**src/rtl/mem_port_arbiter.sv**
```systemverilog
// mem_port_arbiter: shares one memory port between I-fetch (read) and D-access (r/w).
// Ports: clk_i/rst_i; i_* fetch side; d_* data side; mem_* registered memory side.
module mem_port_arbiter #(
  parameter int ADDR_W     = 32,
  parameter int DATA_W     = 32,
  parameter int STARVE_MAX = 4,
  parameter int TIMEOUT    = 16
) (
  input  logic              clk_i,
  input  logic              rst_i,
  input  logic              i_req_i,
  input  logic [ADDR_W-1:0] i_addr_i,
  output logic              i_ack_o,
  output logic [DATA_W-1:0] i_rdata_o,
  output logic              i_err_o,
  output logic              i_stall_o,
  input  logic              d_req_i,
  input  logic              d_we_i,
  input  logic [ADDR_W-1:0] d_addr_i,
  input  logic [DATA_W-1:0] d_wdata_i,
  output logic              d_ack_o,
  output logic [DATA_W-1:0] d_rdata_o,
  output logic              d_err_o,
  output logic              d_stall_o,
  output logic              mem_req_o,
  output logic              mem_we_o,
  output logic [ADDR_W-1:0] mem_addr_o,
  output logic [DATA_W-1:0] mem_wdata_o,
  input  logic [DATA_W-1:0] mem_rdata_i,
  input  logic              mem_ack_i
);

  typedef enum logic [1:0] {
    IDLE,
    BUSY_I,
    BUSY_D
  } state_t;

  localparam int SW = $clog2(STARVE_MAX + 1);
  localparam int TW = (TIMEOUT > 1) ? $clog2(TIMEOUT) : 1;

  state_t        state;
  logic [SW-1:0] starve_cnt;
  logic [TW-1:0] timeout_cnt;

  logic i_eff;
  logic d_eff;
  logic starved;
  logic grant_d;
  logic grant_i;
  logic timed_out;
  logic done;
  logic [DATA_W-1:0] rdata;

  // A requester in its ack cycle is masked so a held
  // request is not granted twice.
  assign i_eff = i_req_i & ~i_ack_o;
  assign d_eff = d_req_i & ~d_ack_o;

  assign starved = i_eff &&
    (starve_cnt == SW'(STARVE_MAX));
  assign grant_d = d_eff & ~starved;
  assign grant_i = i_eff & ~grant_d;

  assign timed_out = timeout_cnt == TW'(TIMEOUT - 1);
  assign done      = mem_ack_i | timed_out;

  // Ack beats timeout; writes and timeouts return zero.
  assign rdata = (mem_ack_i && !mem_we_o) ?
    mem_rdata_i : '0;

  assign i_stall_o = i_req_i & ~i_ack_o;
  assign d_stall_o = d_req_i & ~d_ack_o;

  always_ff @(posedge clk_i) begin
    if (rst_i) begin
      state       <= IDLE;
      starve_cnt  <= '0;
      timeout_cnt <= '0;
      mem_req_o   <= 1'b0;
      mem_we_o    <= 1'b0;
      mem_addr_o  <= '0;
      mem_wdata_o <= '0;
      i_ack_o     <= 1'b0;
      i_rdata_o   <= '0;
      i_err_o     <= 1'b0;
      d_ack_o     <= 1'b0;
      d_rdata_o   <= '0;
      d_err_o     <= 1'b0;
    end else begin
      i_ack_o   <= 1'b0;
      i_rdata_o <= '0;
      i_err_o   <= 1'b0;
      d_ack_o   <= 1'b0;
      d_rdata_o <= '0;
      d_err_o   <= 1'b0;
      unique case (state)
        IDLE: begin
          unique case (1'b1)
            grant_d: begin
              state       <= BUSY_D;
              mem_req_o   <= 1'b1;
              mem_we_o    <= d_we_i;
              mem_addr_o  <= d_addr_i;
              mem_wdata_o <= d_wdata_i;
              timeout_cnt <= '0;
              if (!i_eff)
                starve_cnt <= '0;
              else if (starve_cnt != SW'(STARVE_MAX))
                starve_cnt <= starve_cnt + 1'b1;
            end
            grant_i: begin
              state       <= BUSY_I;
              mem_req_o   <= 1'b1;
              mem_we_o    <= 1'b0;
              mem_addr_o  <= i_addr_i;
              mem_wdata_o <= '0;
              timeout_cnt <= '0;
              starve_cnt  <= '0;
            end
            default: ;
          endcase
        end
        BUSY_I, BUSY_D: begin
          if (done) begin
            state     <= IDLE;
            mem_req_o <= 1'b0;
            if (state == BUSY_D) begin
              d_ack_o   <= 1'b1;
              d_err_o   <= ~mem_ack_i;
              d_rdata_o <= rdata;
            end else begin
              i_ack_o   <= 1'b1;
              i_err_o   <= ~mem_ack_i;
              i_rdata_o <= rdata;
            end
          end else begin
            timeout_cnt <= timeout_cnt + 1'b1;
          end
        end
        default: state <= IDLE;
      endcase
    end
  end

endmodule

```
**config.mk**
```make
export PLATFORM = sky130hd
export DESIGN_NAME = mem_port_arbiter
export DESIGN_NICKNAME = d
export VERILOG_FILES = /design/src/rtl/mem_port_arbiter.sv
export SDC_FILE = /design/constraint.sdc
export NUM_CORES = 1
export LEC_CHECK = 0
export ABC_AREA = 1
export CAP_MARGIN = 20
export CORE_UTILIZATION = 42
export CTS_BUF_LIST = sky130_fd_sc_hd__clkbuf_2 sky130_fd_sc_hd__clkbuf_4 sky130_fd_sc_hd__clkbuf_8
export DETAILED_ROUTE_END_ITERATION = 12
export PLACE_DENSITY = 0.82
export SYNTH_ARGS = -nofsm -noshare
export SYNTH_HDL_FRONTEND = slang
export SYNTH_SLANG_ARGS = --single-unit
```
**constraint.sdc**
```tcl
create_clock -name clk_i -period 1.95 [get_ports clk_i]
set_input_delay 0.39 -clock clk_i [delete_from_list [all_inputs] [get_ports clk_i]]
set_output_delay 0.39 -clock clk_i [all_outputs]
set_load 0.005 [all_outputs]
```
==> reports/metrics.cfg <==
[status]
status = finished clean

[logic_synthesis]
netlist_area_um2 = 5690
netlist.area_leader.share_pct = 50.3
ys_warn_count = 0
synth_cells = 705
synth.ff_latch_count = 143
synth_area_per_cell_um2 = 8.07
synth_top_cell_by_area = dfxtp_1
syn_nets = 845
yosysUniqueCellTypes = 25
seq_area_frac_synth_pct = 50.3
synthTopCellsByArea = dfxtp_1, nand2_1, nor3_2

[clock_network]
htreeDepth = 4
clkLatencyLatePin_ps = 440
numCtsBuffers = 17
cts_sinks = 143
cts_resized = 2
cts.path.max_buffers = 2
cts_tree = done
post_cts_buffers = 0
hold_buffers = 0
clk_pin_slew_ps = 70
cts_root_buffer = clkbuf_8

[layout]
final_common_cell = clkdlybuf4s50_1
area_growth_pct = 57.9
finalNetCount = 1105
antenna_cells = 0
finalNonFillerCells = 1154
drive_gt1_share_pct = 11.0
most-common-layout-cells = clkdlybuf4s50_1, dfxtp_1, nand2_1, nor2_1, inv_1

[route]
routedWlPerCell_um = 13.3
drtPass1Iterations = 4
vias_per_cell = 4.58
routed_wl_mm = 15.3
drcViolationCount = 0
vias = 5284
antenna_left = 0
drt-initial-drc-count = 255

[setup_path]
cp_num_buf_inv = 1
slowest_delay_ps = 560
crit_family = buffers and inverters
cp-endpoint = d_ack_o
worstPathCellList = clkdlybuf4s50_1
start_kind = register
endpoint_kind = output pin
cp.depth = 1
slowest_stage = clkdlybuf4s50_1
arrival_ps = 1370
rr_endpoint = i_rdata_o[9]
r2r_start = state[1]
rrSetupSlack_ps = 350
reg2regPathDepth = 5
cp_max_fo = 3
required_ps = 1560
worstSetupPathType = register to output pin
crit_start = d_ack_o

[global_routing]
track_usage_pct = 22.6
grt_pass1_vias = 5173
grt_start_max_net_pins = 65
grt_pass1_wl_mm = 25.1
overflow = 0
antenna_found_initial = 0

[sta]
hold_viol_final = 0
hold_slack_ps = 465
worst_pin_slew_ps = 428
timing.final.crit_period_ps = 1760
maxSlewViolCount = 0
max_freq_ghz = 0.567
rsz0062_at_grt = false
fin_worst_skew_ps = 11.6
setup_violations = 0
min_period_over_period_pct = 90.5
maxSlewHeadroom_pct = 71.5

[placed_design]
routabilityCongestion = 0.788
io_buffers = 269
dp.cells = 1122
dpl.hpwl_mm = 10.8

[floorplan]
core_area_um2 = 13200
io_pins = 270
die_h_um = 118
die_x_um = 118
fp-row-count = 42
initial_utilization_pct = 43.0
dieArea_um2 = 14000

[power_and_ir_drop]
cellPowerDensity_nw_per_um2 = 880
p_leak_nw = 3.89
ir_drop_mv = 0.538

[min_path]
hp-class = register to register

[run]
drv_cap = 0

-- report_power, final --
group | internal [W] | switching, W | total, W
clock | 0.00155 | 0.00120 | 0.00275
combinational | 0.000975 | 0.000888 | 0.00186
sequential | 0.00317 | 0.000126 | 0.00330
total | 0.00569 | 0.00221 | 0.00791
-- synthesized netlist by cell type --
master / number
nand4_4: 1
or2_1: 1
clkbuf_1: 5
nor3_2: 43
buf_2: 17
dfxtp_1: 143
inv_2: 4
nor2_2: 1
clkbuf_2: 2
nand3_2: 2
buf_6: 10
nand2_2: 2
nand4_1: 4
a21oi_1: 44
inv_4: 1
nor3_1: 21
nand2_1: 123
inv_1: 82
buf_4: 11
nand3_1: 42
ha_1: 6
nor2_1: 103
nand3_4: 1
nand2_4: 2
o21ai_0: 34
-- per-stage QoR --
step	util [%]	setup TNS [ps]	instance area, µm²	setup WS (ps)	power [W]
final	67.9	0	8990	186	0.00791
after global routing	67.9	0	8990	91.0	0.00833
after CTS	67.9	0	8990	9.33	0.00798
after detailed placement	64.4	-646	8520	-81.2	0.00522
after global placement	64.4	-125	8520	-79.4	0.00519
after floorplan	-	0	5690	616	0.00427
-- metal layers --
metal	vias to the layer above	wire length, µm	global-route usage, %
met3	28	1450	9.03
li1	2725	-	-
met2	221	7100	38.1
met4	0	395	9.81
met5	-	0	0
met1	2310	6350	25.0
-- cell type report --
class / instances / area, µm²
Clock buffer: 17 / 234
Clock inverter: 15 / 229
Fill cell: 1051 / 4250
Inverter: 87 / 329
Multi-Input combinational cell: 430 / 2190
Sequential cell: 143 / 2860
Tap cell: 176 / 220
Timing Repair Buffer: 286 / 2920
-- cells by family after synthesis --
family          share of synthesized area, %
flops                                   50.3
buf+inv                                 11.2
simple gates                            30.3
compound gates                          6.86
fa+ha+maj                               1.32
-- state kept, by name (all words and copies together), names as in the netlist --
name	flops
state	2
mem_req_o	1
i_rdata_o	32
mem_we_o	1
starve_cnt	3
i_ack_o	1
mem_addr_o	32
d_rdata_o	32
mem_wdata_o	32
d_err_o	1
timeout_cnt	4
d_ack_o	1
i_err_o	1
-- how the worst min path moves through the flow --
stage,depth (start not counted),slack (ps),endpoint,startpoint
final,2,460,mem_req_o,mem_req_o
after global routing,3,490,i_rdata_o[0],mem_rdata_i[0]
after CTS,2,470,mem_req_o,mem_req_o
after detailed placement,2,460,mem_req_o,mem_req_o
after global placement,2,450,starve_cnt[2],starve_cnt[2]
after floorplan,2,430,starve_cnt[2],starve_cnt[2]
Note: power is estimated with default switching activity, not from simulation.
